### src/rtl/dma_apb_bridge.sv
// APB3 slave that turns APB transfers into single-cycle wr_en/rd_en strobes for
// the DMA register block, adding read wait states and decode error responses.
module dma_apb_bridge #(
    parameter int unsigned         ADDR_W    = 32,
    parameter int unsigned         DATA_W    = 32,
    parameter logic [ADDR_W-1:0]   ADDR_BASE = 32'h0000_0000,
    parameter logic [ADDR_W-1:0]   ADDR_SIZE = 32'h0000_0040,
    parameter int unsigned         RD_LAT    = 1
) (
    input  logic              clk,
    input  logic              rst_n,
    input  logic              psel,
    input  logic              penable,
    input  logic              pwrite,
    input  logic [ADDR_W-1:0] paddr,
    input  logic [DATA_W-1:0] pwdata,
    output logic [DATA_W-1:0] prdata,
    output logic              pready,
    output logic              pslverr,
    output logic              wr_en,
    output logic              rd_en,
    output logic [ADDR_W-1:0] addr,
    output logic [DATA_W-1:0] wdata,
    input  logic [DATA_W-1:0] rdata
);

    localparam logic [1:0] IDLE    = 2'd0;
    localparam logic [1:0] WRITE   = 2'd1;
    localparam logic [1:0] RD_WAIT = 2'd2;
    localparam logic [1:0] RESP    = 2'd3;

    logic [1:0]        state;
    logic [2:0]        lat_cnt;
    logic [ADDR_W-1:0] offset;
    logic              addr_ok;

    // Unsigned subtraction wraps for addresses below base, so the explicit
    // lower-bound compare is what rejects them.
    assign offset  = paddr - ADDR_BASE;
    assign addr_ok = (paddr[1:0] == 2'b00) && (paddr >= ADDR_BASE) && (offset < ADDR_SIZE);

    always_ff @(posedge clk or negedge rst_n) begin
        if (!rst_n) begin
            state   <= IDLE;
            lat_cnt <= 3'd0;
            wr_en   <= 1'b0;
            rd_en   <= 1'b0;
            addr    <= '0;
            wdata   <= '0;
            prdata  <= '0;
            pready  <= 1'b0;
            pslverr <= 1'b0;
        end else begin
            wr_en   <= 1'b0;
            rd_en   <= 1'b0;
            pready  <= 1'b0;
            pslverr <= 1'b0;
            case (state)
                IDLE: begin
                    // Only a genuine setup phase starts a transfer.
                    if (psel && !penable) begin
                        if (!addr_ok) begin
                            pready  <= 1'b1;
                            pslverr <= 1'b1;
                            prdata  <= '0;
                            state   <= RESP;
                        end else if (pwrite) begin
                            addr   <= offset;
                            wdata  <= pwdata;
                            wr_en  <= 1'b1;
                            pready <= 1'b1;
                            state  <= WRITE;
                        end else begin
                            addr    <= offset;
                            rd_en   <= 1'b1;
                            lat_cnt <= 3'(RD_LAT);
                            state   <= RD_WAIT;
                        end
                    end
                end
                WRITE: state <= IDLE;
                RD_WAIT: begin
                    // An abort wins over completion so stale data never reaches prdata.
                    if (!psel) begin
                        state <= IDLE;
                    end else if (lat_cnt == 3'd0) begin
                        prdata <= rdata;
                        pready <= 1'b1;
                        state  <= RESP;
                    end else begin
                        lat_cnt <= lat_cnt - 3'd1;
                    end
                end
                RESP:    state <= IDLE;
                default: state <= IDLE;
            endcase
        end
    end

endmodule

### config.mk
export PLATFORM = sky130hd
export DESIGN_NAME = dma_apb_bridge
export DESIGN_NICKNAME = d
export VERILOG_FILES = /design/src/rtl/dma_apb_bridge.sv
export SDC_FILE = /design/constraint.sdc
export NUM_CORES = 1
export LEC_CHECK = 0
export CAP_MARGIN = 15
export CORE_ASPECT_RATIO = 1.1
export CORE_MARGIN = 1.5
export CORE_UTILIZATION = 40
export DETAILED_ROUTE_END_ITERATION = 7
export PLACE_DENSITY = 0.8
export SLEW_MARGIN = 15
export SYNTH_ARGS = -nofsm -noshare
export SYNTH_HDL_FRONTEND = slang
export SYNTH_SLANG_ARGS = --single-unit
### constraint.sdc
create_clock -name clk -period 3 [get_ports clk]
set_input_delay 0.75 -clock clk [delete_from_list [all_inputs] [get_ports clk]]
set_output_delay 0.75 -clock clk [all_outputs]
set_load 0.02 [all_outputs]
Yosys cells after proc, flatten, opt, wreduce, memory -nomap -nowiden

Index checks and enable logic that the tools add are counted.

$add $sub $neg: 1
$lt $le $gt $ge: 2
Equality and inequality tests: 11
Muxes and demuxes: 33
Reductions and logical operators: 14

Operator list:

| cell                | number |
|---|---|
| $mux 32             | 4 |
| $pmux 32 s2         | 1 |
| $ge 32x1->1 const B | 1 |
| $lt 32x7->1 const B | 1 |
| $mux 1              | 15 |
| $mux 3              | 5 |
| $ne 2x2->1 const B  | 7 |
| $mux 2              | 5 |
| $pmux 2 s3          | 1 |
| $pmux 3 s2          | 1 |
| $reduce_and 6->1    | 1 |
| $reduce_and 5->1    | 1 |
| $eq 2x2->1 const B  | 2 |
| $logic_not 2->1     | 2 |
| $reduce_and 4->1    | 1 |
| $logic_and 1x1->1   | 3 |
| $logic_not 3->1     | 1 |
| $ne 3x3->1 const B  | 1 |
| $reduce_and 3->1    | 1 |
| $sub 3x1->3 const B | 1 |
| $eq 2x1->1 const B  | 1 |
| $pmux 1 s2          | 1 |
| $reduce_and 2->1    | 1 |
| $reduce_bool 2->1   | 1 |
| 2 further kinds     | 2 |

Register bits: 105
Logic and storage cells: 70

Longest topological paths before layout

Gate-level depths: netlist of the first run.

Depth after elaboration: 6
Depth in mapped cells: 7
Gate-level depth less buffers: 6

Worst setup path after synthesis of the first run

Ideal clock, no wire load.

Kind: input -> register
Start point: in paddr[18]
End point: reg wdata[0]
Library setup time: 0.125 ns
Arrival time: 2.375 ns
Data required time: 2.875 ns
Path slack: 0.500 ns
Stages: 5
Buffers on the path: 1
Cells stage by stage: nor4_1 > nand4b_4 > nor3_4 > buf_6 > mux2_4

Word-level cells in the longest chain between the ends: 4
Elaborated cells on any way between the ends: 5
Those cells by class: 2 x order compare; 3 x reduce/logical

RTL lines:

| what                                | RTL line | RTL |
|---|---|---|
| from (decl)                         | 15       | `input logic [ADDR_W-1:0] paddr,` |
| $ge 32x1->1                         | 40       | `assign addr_ok = (paddr[1:0] == 2'b00) && (paddr >= ADDR_BASE) && (offset < ADDR_SIZE);` |
| $logic_and 1x1->1                   | 40       |  |
| $logic_and 1x1->1 *                 | 40       |  |
| $reduce_and 4->1 (no source line) * | -        |  |
| to (signal assigned)                | 69       | `wdata <= pwdata;` |
| to (decl)                           | 23       | `output logic [DATA_W-1:0] wdata,` |

Every way passes the cells marked *; elsewhere a longest branch is shown, timed or not.
A chain may end at the register's enable or synchronous reset.

Worst setup path in the final report of the first run

Start point: in penable
End point: reg wdata[21]

Word-level cells in the longest chain between the ends: 3

RTL lines:

| what                              | RTL line | RTL |
|---|---|---|
| from (decl)                       | 13       | `input logic penable,` |
| $logic_not 1->1                   | 61       | `if (psel && !penable) begin` |
| $logic_and 1x1->1                 | 61       |  |
| $reduce_and 4->1 (no source line) | -        |  |

Every way passes these cells.

==> flow_metrics.env, run 1 <==
export IMPL_fin_crit_ns=2.50
export IMPL_rsz0062_at_grt="no"
export IMPL_die_h_um=108
export IMPL_failed_checks="DRC"
export IMPL_grt_use_met3=0.0569
export IMPL_clock_sinks=105
export IMPL_clock_fmax_mhz=399
export IMPL_cts_root_buf="clkbuf_8"
export IMPL_ant_nets=0
export IMPL_io_pins=201
export IMPL_grt_use_met2=0.339
export IMPL_cp_slowest_cell="or4b_4"
export IMPL_initial_core_util=0.409
export IMPL_hold_viol=0
export IMPL_dieArea_um2=10700
export IMPL_crit_cells=6
export IMPL_synth_seq_area_share=0.653
export IMPL_total_power_uw=2830
export IMPL_clockBufferDepth=2
export IMPL_nNetsFinal=581
export IMPL_drt_pass1_iter_count=6
export IMPL_syn_cell_area_um2=4020
export IMPL_synth_cell_types=33
export IMPL_timing_max_cap_violations=0
export IMPL_placed_cell_area_um2=6230
export IMPL_slew_headroom=0.583
export IMPL_worstPathRequired_ns=3.24
export IMPL_power_leakage_uw=0.00294
export IMPL_seqCellArea_um2=2630
export IMPL_cts_hold_fix_buffers=0
export IMPL_syn_nets=370
export IMPL_crit_buf_inv=2
export IMPL_path_class="in -> reg"
export IMPL_drtIter0Drc=88
export IMPL_crit_chain="clkdlybuf4s50_1 -> or4b_4 -> nand4b_4 -> nor3_4 -> buf_4 -> mux2_4"
export IMPL_synthCells=267
export IMPL_peakVddDrop_v=0.000246
export IMPL_drc=14
export IMPL_period_share=0.835
export IMPL_syn_area_per_cell_um2=15.1
export IMPL_clkTransAtPathRegs_ns=0.09
export IMPL_first_global_vias=3193
export IMPL_area_growth_pct=59.4
export IMPL_hpwl_mm=7.59
export IMPL_multi_input_area_um2=1310
export IMPL_drive_above_1_share=0.151
export IMPL_post_drt_via_cell_ratio=4.96
export IMPL_crit_path_max_fanout=10
export IMPL_die_w_um=98.6
export IMPL_arrival_ns=2.74
export IMPL_fp_coreArea_um2=9840
export IMPL_cts_tree="done"
export IMPL_regToRegEndpoint="wdata[21]$_DFFE_PN0P_"
export IMPL_grt_busiest_layer="met2"
export IMPL_via_count=2989
export IMPL_cp_slowest_stage_delay_ns=0.58
export IMPL_finalSetupViolations=0
export IMPL_grt_pass1_wl_mm=15.9
export IMPL_grt_overflow=0
export IMPL_cp_start_kind="input port"
export IMPL_routed_wl_mm=9.94
export IMPL_status="finished with violations"
export IMPL_fin_skew_ns=0.00908
export IMPL_clk_latency_ns=0.36
export IMPL_cts_buffers=9
export IMPL_antenna_found_initial=0
export IMPL_grt_start_max_net_pins=49
export IMPL_synth_flop_cell="dfrtp_1"
export IMPL_rr_worst_depth=5
export IMPL_ys_warn_count=0
export IMPL_power_density_nw_per_um2=441
export IMPL_reg2reg_from="state[1]$_DFFE_PN0P_"
export IMPL_post_cts_repair_setup_buffers=0
export IMPL_use_met1=0.232
export IMPL_final_cell_area_um2=6410
export IMPL_crit_family="simple AND/OR/NAND/NOR gates"
export IMPL_fin_tns_setup_ns=0
export IMPL_grt_usage=0.193
export IMPL_slew_violations=0
export IMPL_rows=38
export IMPL_synth_edf_count=0
export IMPL_tightestPinTransition_ns=0.626
export IMPL_async_flop_share=1.00
export IMPL_htree_levels=3
export IMPL_finalWeightedCongestion=0.793
export IMPL_hold_class="in -> async"
export IMPL_wl_per_cell_um=16.5
export IMPL_antenna_cells=0
export IMPL_reg2reg_slack_ns=0.86
export IMPL_cts_resized=0
export IMPL_endpoint_kind="flip-flop"
export IMPL_numPortBuffers=200
export IMPL_ys_ff_latch=105
export IMPL_fillers=733
-- cell usage in the layout (no fill, tap or decap), types with 4 or more instances in the layout --
cell | synthesis | final
a22o_1 | 32 | 32
clkbuf_8 | 0 | 9
nor4_1 | 7 | 7
inv_1 | 4 | 4
nor2b_1 | 30 | 30
dfrtp_1 | 105 | 105
a21oi_1 | 4 | 4
clkdlybuf4s50_1 | 0 | 199
mux2_4 | 29 | 29
mux2_2 | 7 | 7
buf_4 | 0 | 11
nor2_1 | 5 | 5
-- power breakdown --
part | switching, uW | internal (uW)
Sequential | 51.4 | 1490
Clock | 476 | 309
Combinational | 220 | 288
Total | 748 | 2080
-- layer usage --
metal,part of all wire,wire length (um),vias to the layer above
met3,0.084,833,9
met5,0,0,-
li1,-,-,1367
met2,0.50,5000,139
met1,0.40,4000,1474
met4,0.011,112,0
-- registers in the layout (all words and copies together) (netlist names) --
register,cells
lat_cnt,3
state,2
wdata,32
pready,1
pslverr,1
addr,32
rd_en,1
prdata,32
wr_en,1
-- final cells by class --
type                       count  share of cell area
sequential                   105               0.410
timing repair buffer         213               0.333
multi-input combinational    145               0.204
tap                          120              0.0234
clock buffer                   9              0.0193
clock inverter                 7             0.00839
inverter                       4             0.00234
-- synthesized netlist by cell type (2+ instances only) --
master	instances	area (um2)
inv_1	4	15.0
dfrtp_1	105	2630
nor4_1	7	43.8
buf_2	4	20.0
o21ai_0	2	10.0
nor2_1	5	18.8
mux2_4	29	435
mux2_2	7	78.8
nand4_1	3	18.8
clkbuf_1	6	22.5
a22o_1	32	280
nand3b_1	2	15.0
nor3_1	3	15.0
buf_6	3	33.8
o21bai_1	2	15.0
ha_1	2	25.0
nor2b_1	30	188
a21oi_1	4	20.0
nand2_1	3	11.3
-- worst max-delay path by stage --
stage / slack, ns / endpoint / from
final: 0.50 / wdata[21]$_DFFE_PN0P_ / penable
after global placement: 0.15 / wdata[18]$_DFFE_PN0P_ / penable
after global routing: 0.43 / wdata[18]$_DFFE_PN0P_ / paddr[0]
after CTS: 0.51 / wdata[21]$_DFFE_PN0P_ / penable
after detailed placement: 0.12 / wdata[17]$_DFFE_PN0P_ / penable
after floorplan: 0.50 / wdata[0]$_DFFE_PN0P_ / paddr[18]
-- kinds of logic (layout without fill, tap and decap cells) --
| family | count (synthesis) | count (layout) | synth area share |
|---|---|---|---|
| buffers and inverters | 17 | 233 | 0.0227 |
| AOI/OAI and AO/OA | 46 | 46 | 0.0921 |
| adders and majority gates | 2 | 2 | 0.00622 |
| muxes | 36 | 36 | 0.128 |
| and+or+nand+nor | 61 | 61 | 0.0980 |
| DFF | 105 | 105 | 0.653 |
-- stage by stage --
step	std cells	setup WS [ns]	hold WS, ns	util
3_3_place_gp	587	0.148	0.481	0.633
2_1_floorplan	267	0.500	0.454	-
4_1_cts	603	0.509	0.417	0.652
5_1_grt	603	0.430	0.446	0.652
6_report	603	0.496	0.409	0.652
3_5_place_dp	587	0.122	0.481	0.633
Note: power is estimated with default switching activity, not from simulation.
==> run 2, diff against run 1 <==
--- a/config.mk
+++ b/config.mk
@@ -8,9 +8,9 @@
 export CAP_MARGIN = 15
 export CORE_ASPECT_RATIO = 1.1
 export CORE_MARGIN = 1.5
-export CORE_UTILIZATION = 40
+export CORE_UTILIZATION = 36
 export DETAILED_ROUTE_END_ITERATION = 7
-export PLACE_DENSITY = 0.8
+export PLACE_DENSITY = 0.76
 export SLEW_MARGIN = 15
 export SYNTH_ARGS = -nofsm -noshare
 export SYNTH_HDL_FRONTEND = slang
==> constraint.sdc (replaced) <==
create_clock -name clk -period 2.3 [get_ports clk]
set_input_delay 0.575 -clock clk [delete_from_list [all_inputs] [get_ports clk]]
set_output_delay 0.575 -clock clk [all_outputs]
set_load 0.02 [all_outputs]
==> flow_metrics.env, run 2 (synthesized netlist as in run 1, its figures left out) <==
export IMPL_clkTransAtPathRegs_ns=0.07
export IMPL_grt_pass1_wl_mm=17.4
export IMPL_hpwl_mm=7.88
export IMPL_worstPathRequired_ns=2.52
export IMPL_nNetsFinal=597
export IMPL_clk_latency_ns=0.34
export IMPL_placed_cell_area_um2=6390
export IMPL_reg2reg_slack_ns=0.25
export IMPL_rr_worst_depth=6
export IMPL_peakVddDrop_v=0.000341
export IMPL_clockBufferDepth=2
export IMPL_pwr_share_clk=0.383
export IMPL_numPortBuffers=200
export IMPL_drc=0
export IMPL_hold_viol=0
export IMPL_antenna_cells=0
export IMPL_post_drt_via_cell_ratio=4.69
export IMPL_grt_overflow=0
export IMPL_tightestPinTransition_ns=0.458
export IMPL_power_density_nw_per_um2=634
export IMPL_io_pins=201
export IMPL_crit_buf_inv=4
export IMPL_cp_slowest_stage_delay_ns=0.47
export IMPL_area_growth_pct=71.2
export IMPL_endpoint_kind="flip-flop"
export IMPL_clock_sinks=105
export IMPL_die_h_um=114
export IMPL_regToRegEndpoint="wdata[12]$_DFFE_PN0P_"
export IMPL_slew_headroom=0.695
export IMPL_crit_family="buffers and inverters"
export IMPL_drt_pass1_iter_count=4
export IMPL_dp_slack_ns=-0.410
export IMPL_cts_root_buf="clkbuf_16"
export IMPL_ant_nets=0
export IMPL_antenna_found_initial=0
export IMPL_seq_power_share=0.459
export IMPL_final_cell_mix="clkdlybuf4s50_1 (189), dfrtp_1 (105), a22o_1 (32)"
export IMPL_cts_buffers=9
export IMPL_slew_violations=0
export IMPL_fillers=849
export IMPL_fin_skew_ns=0.00621
export IMPL_crit_cells=8
export IMPL_power_switching_uw=1060
export IMPL_grt_usage=0.190
export IMPL_htree_levels=3
export IMPL_initial_core_util=0.369
export IMPL_first_global_vias=3325
export IMPL_fp_coreArea_um2=10900
export IMPL_power_frac_comb=0.158
export IMPL_power_leakage_uw=0.00320
export IMPL_timing_max_cap_violations=0
export IMPL_rsz0062_at_grt="no"
export IMPL_finalSetupViolations=0
export IMPL_path_class="in -> reg"
export IMPL_cts_hold_fix_buffers=0
export IMPL_crit_path_max_fanout=8
export IMPL_cts_tree="done"
export IMPL_wl_per_cell_um=16.8
export IMPL_hold_class="in -> async"
export IMPL_reg2reg_from="state[1]$_DFFE_PN0P_"
export IMPL_cp_slowest_cell="clkdlybuf4s50_1"
export IMPL_period_share=0.974
export IMPL_via_count=3031
export IMPL_final_cell_area_um2=6890
export IMPL_clock_fmax_mhz=446
export IMPL_status="completed"
export IMPL_die_w_um=104
export IMPL_largest_registers="addr x32, prdata x32, wdata x32"
export IMPL_rows=40
export IMPL_drive_above_1_share=0.192
export IMPL_arrival_ns=2.46
export IMPL_fin_crit_ns=2.24
export IMPL_cp_start_kind="input port"
export IMPL_drtIter0Drc=73
export IMPL_layout_commonest_cell="clkdlybuf4s50_1"
export IMPL_fin_ws_ns=0.0602
export IMPL_routed_wl_mm=10.8
export IMPL_crit_chain="clkdlybuf4s50_1 -> nor4_2 -> nand4_1 -> buf_4 -> nor3_4 -> buf_6 -> buf_16 -> mux2_4"
export IMPL_swShare=0.243
export IMPL_grt_start_max_net_pins=60
export IMPL_dieArea_um2=11800
export IMPL_finalWeightedCongestion=0.797
export IMPL_intPower_uw=3310
-- run 2: changes by cell type in the layout (fill, tap and decap cells not counted), sizes merged, moves of 2 or more --
cell	delta
buf	+15
clkinvlp	-2
clkdlybuf4s50	-10
clkinv	-2
dlygate4sd2	+2
inv	+2
bufinv	+2
dlymetal6s2s	+8
-- run 2: stage by stage --
| step | hold WS (ns) | power (uW) | cells | utilization | setup TNS, ns |
|---|---|---|---|---|---|
| 2_1_floorplan | 0.279 | 2290 | 267 | - | 0 |
| 3_3_place_gp | 0.481 | 2710 | 624 | 0.585 | -25.40 |
| 3_5_place_dp | 0.481 | 2730 | 624 | 0.585 | -29.50 |
| 4_1_cts | 0.185 | 4410 | 646 | 0.628 | 0 |
| 5_1_grt | 0.205 | 4560 | 646 | 0.631 | 0 |
| 6_report | 0.184 | 4370 | 646 | 0.631 | 0 |
-- run 2: power groups by stage --
stage                     clock network [uW]  logic (uW)  registers [uW]
final                                   1670         688            2000
after global routing                    1800         742            2020
after CTS                               1710         695            2000
after detailed placement                   0         694            2030
after global placement                     0         675            2030
after floorplan                            0         173            2110
-- run 2: what timing repair did --
action	CTS	global route
pin swaps	3	5
gates resized for setup	8	11
gates cloned	3	1
setup buffers	3	0
endpoints found under the setup margin	37	53
-- run 2: worst reg2reg max path, delay by kind of cell, from the launching register on --
kind                   cells  cell delay [ns]
buffers and inverters      2             0.32
AND/OR/NAND/NOR            3             0.92
flip-flops                 1             0.40
multiplexers               1             0.30
-- run 2: per-layer routing --
layer | part of all wire | up-vias | GRT usage | routed length [um]
li1 | - | 1409 | - | -
met1 | 0.41 | 1455 | 0.224 | 4420
met2 | 0.50 | 153 | 0.331 | 5410
met3 | 0.075 | 14 | 0.0520 | 813
met4 | 0.018 | 0 | 0.0759 | 195
met5 | 0 | - | 0 | 0
-- run 2: how the worst max path moves through the flow --
stage                     startpoint               endpoint  slack (ns)
after floorplan              penable   wdata[0]$_DFFE_PN0P_        0.06
after global placement       penable    addr[3]$_DFFE_PN0P_       -0.37
after detailed placement   paddr[21]  wdata[17]$_DFFE_PN0P_       -0.41
after CTS                  paddr[21]  wdata[29]$_DFFE_PN0P_      0.0003
after global routing        paddr[1]  wdata[17]$_DFFE_PN0P_       0.009
final                      paddr[31]  wdata[12]$_DFFE_PN0P_        0.06
-- run 2: layout make-up --
class | instances | area (um2) | area share
Sequential cell | 105 | 2630 | 0.382
Inverter | 4 | 15.0 | 0.00218
Multi-Input combinational cell | 145 | 1350 | 0.196
Clock inverter | 7 | 109 | 0.0158
Tap cell | 147 | 184 | 0.0267
Timing Repair Buffer | 229 | 2370 | 0.345
Clock buffer | 9 | 225 | 0.0327
==> run 3, diff against run 2 <==
--- a/config.mk
+++ b/config.mk
@@ -10,7 +10,7 @@
 export CORE_MARGIN = 1.5
 export CORE_UTILIZATION = 36
 export DETAILED_ROUTE_END_ITERATION = 7
-export PLACE_DENSITY = 0.76
+export PLACE_DENSITY = 0.84
 export SLEW_MARGIN = 15
 export SYNTH_ARGS = -nofsm -noshare
 export SYNTH_HDL_FRONTEND = slang
==> flow_metrics.env, run 3 (synthesized netlist as in run 1, its figures left out) <==
export IMPL_first_global_vias=3235
export IMPL_path_class="in -> reg"
export IMPL_drive_above_1_share=0.190
export IMPL_fin_tns_setup_ns=0
export IMPL_cp_start_kind="input port"
export IMPL_crit_chain="clkdlybuf4s50_1 -> nor4_2 -> nand4_1 -> buf_4 -> nor3_4 -> buf_12 -> buf_16 -> mux2_4"
export IMPL_grt_overflow=0
export IMPL_cts_tree="done"
export IMPL_clockBufferDepth=2
export IMPL_worstPathRequired_ns=2.52
export IMPL_hold_viol=0
export IMPL_hold_class="in -> async"
export IMPL_clock_sinks=105
export IMPL_crit_family="buffers and inverters"
export IMPL_fin_skew_ns=0.00709
export IMPL_grt_start_max_net_pins=56
export IMPL_cp_slowest_stage_delay_ns=0.48
export IMPL_crit_path_max_fanout=8
export IMPL_finalWeightedCongestion=0.865
export IMPL_finalSetupViolations=0
export IMPL_total_power_uw=4260
export IMPL_clk_latency_ns=0.34
export IMPL_largest_registers="addr x32, prdata x32, wdata x32"
export IMPL_htree_levels=3
export IMPL_initial_core_util=0.369
export IMPL_numPortBuffers=200
export IMPL_power_leakage_uw=0.00313
export IMPL_grt_usage=0.186
export IMPL_power_density_nw_per_um2=621
export IMPL_rsz0062_at_grt="no"
export IMPL_final_cell_mix="clkdlybuf4s50_1 (194), dfrtp_1 (105), a22o_1 (32)"
export IMPL_antenna_cells=0
export IMPL_arrival_ns=2.47
export IMPL_die_w_um=104
export IMPL_cts_root_buf="clkbuf_16"
export IMPL_grt_pass1_wl_mm=16.9
export IMPL_drtIter0Drc=63
export IMPL_area_growth_pct=70.6
export IMPL_peakVddDrop_v=0.000350
export IMPL_ant_nets=0
export IMPL_nNetsFinal=597
export IMPL_rows=40
export IMPL_status="completed"
export IMPL_cts_buffers=9
export IMPL_drt_pass1_iter_count=4
export IMPL_endpoint_kind="flip-flop"
export IMPL_dp_slack_ns=-0.483
export IMPL_slew_violations=0
export IMPL_wl_per_cell_um=16.7
export IMPL_clkTransAtPathRegs_ns=0.07
export IMPL_routed_wl_mm=10.8
export IMPL_io_pins=201
export IMPL_via_count=3051
export IMPL_fin_crit_ns=2.25
export IMPL_antenna_found_initial=0
export IMPL_holdWs_ns=0.176
export IMPL_crit_buf_inv=4
export IMPL_fin_ws_ns=0.0531
export IMPL_clock_fmax_mhz=445
export IMPL_hpwl_mm=7.85
export IMPL_layout_commonest_cell="clkdlybuf4s50_1"
export IMPL_drc=0
export IMPL_tightestPinTransition_ns=0.451
export IMPL_timing_max_cap_violations=0
export IMPL_post_drt_via_cell_ratio=4.72
export IMPL_dieArea_um2=11800
export IMPL_period_share=0.977
export IMPL_slew_headroom=0.699
export IMPL_cp_slowest_cell="clkdlybuf4s50_1"
export IMPL_die_h_um=114
export IMPL_fp_coreArea_um2=10900
run 3: changes by cell type in the layout (fill, tap and decap cells not counted), sizes merged:
cell	delta
clkinv	-1
clkinvlp	+2
dlygate4sd2	+2
bufinv	-1
dlymetal6s2s	-7
clkdlybuf4s50	+5
run 3: what timing repair did:
item | 4_1_cts | 5_1_grt
gates cloned | 3 | 1
buffers inserted | 2 | 0
hold buffers | 0 | 0
pin swaps | 3 | 5
endpoints found under the setup margin | 60 | 4
resized for setup | 10 | 3
run 3: final timing paths:
check / start / end / slack (ns) / cells past startpoint
worst max-delay path: paddr[31] / wdata[22]$_DFFE_PN0P_ / 0.05 / 8
worst min-delay path: rst_n / wdata[27]$_DFFE_PN0P_ / 0.18 / 1
worst max register to register: state[1]$_DFFE_PN0P_ / wdata[22]$_DFFE_PN0P_ / 0.26 / 6
worst min register to register: addr[0]$_DFFE_PN0P_ / addr[0]$_DFFE_PN0P_ / 0.50 / 1
max in group asynchronous: rst_n / addr[21]$_DFFE_PN0P_ / 1.48 / 2
min in group clk: addr[0]$_DFFE_PN0P_ / addr[0]$_DFFE_PN0P_ / 0.50 / 1
run 3: through the flow:
stage	instances	area [um2]	util
2_1_floorplan	267	4040	-
3_3_place_gp	625	6390	0.586
3_5_place_dp	625	6390	0.586
4_1_cts	645	6820	0.625
5_1_grt	646	6860	0.629
6_report	646	6860	0.629
run 3: report_power, final:
group | leakage (uW) | internal [uW] | switching, uW
clock network | 0.000146 | 867 | 706
logic | 0.00153 | 391 | 291
registers | 0.00145 | 1940 | 66.3
total | 0.00313 | 3200 | 1060
run 3: cell type report:
class                      instances  area [um2]
clock buffer                       9         225
fill                             836        4050
tap                              147         184
multi-input combinational        145        1350
timing repair buffer             229        2370
inverter                           4        15.0
sequential                       105        2630
clock inverter                     7        85.1
run 3: metal layers:
metal  wire length, um  vias up  track usage
met2              5100      164        0.309
met5                 0        -            0
met1              4450     1461        0.217
li1                  -     1410            -
met3               993       16       0.0737
met4               243        0       0.0722
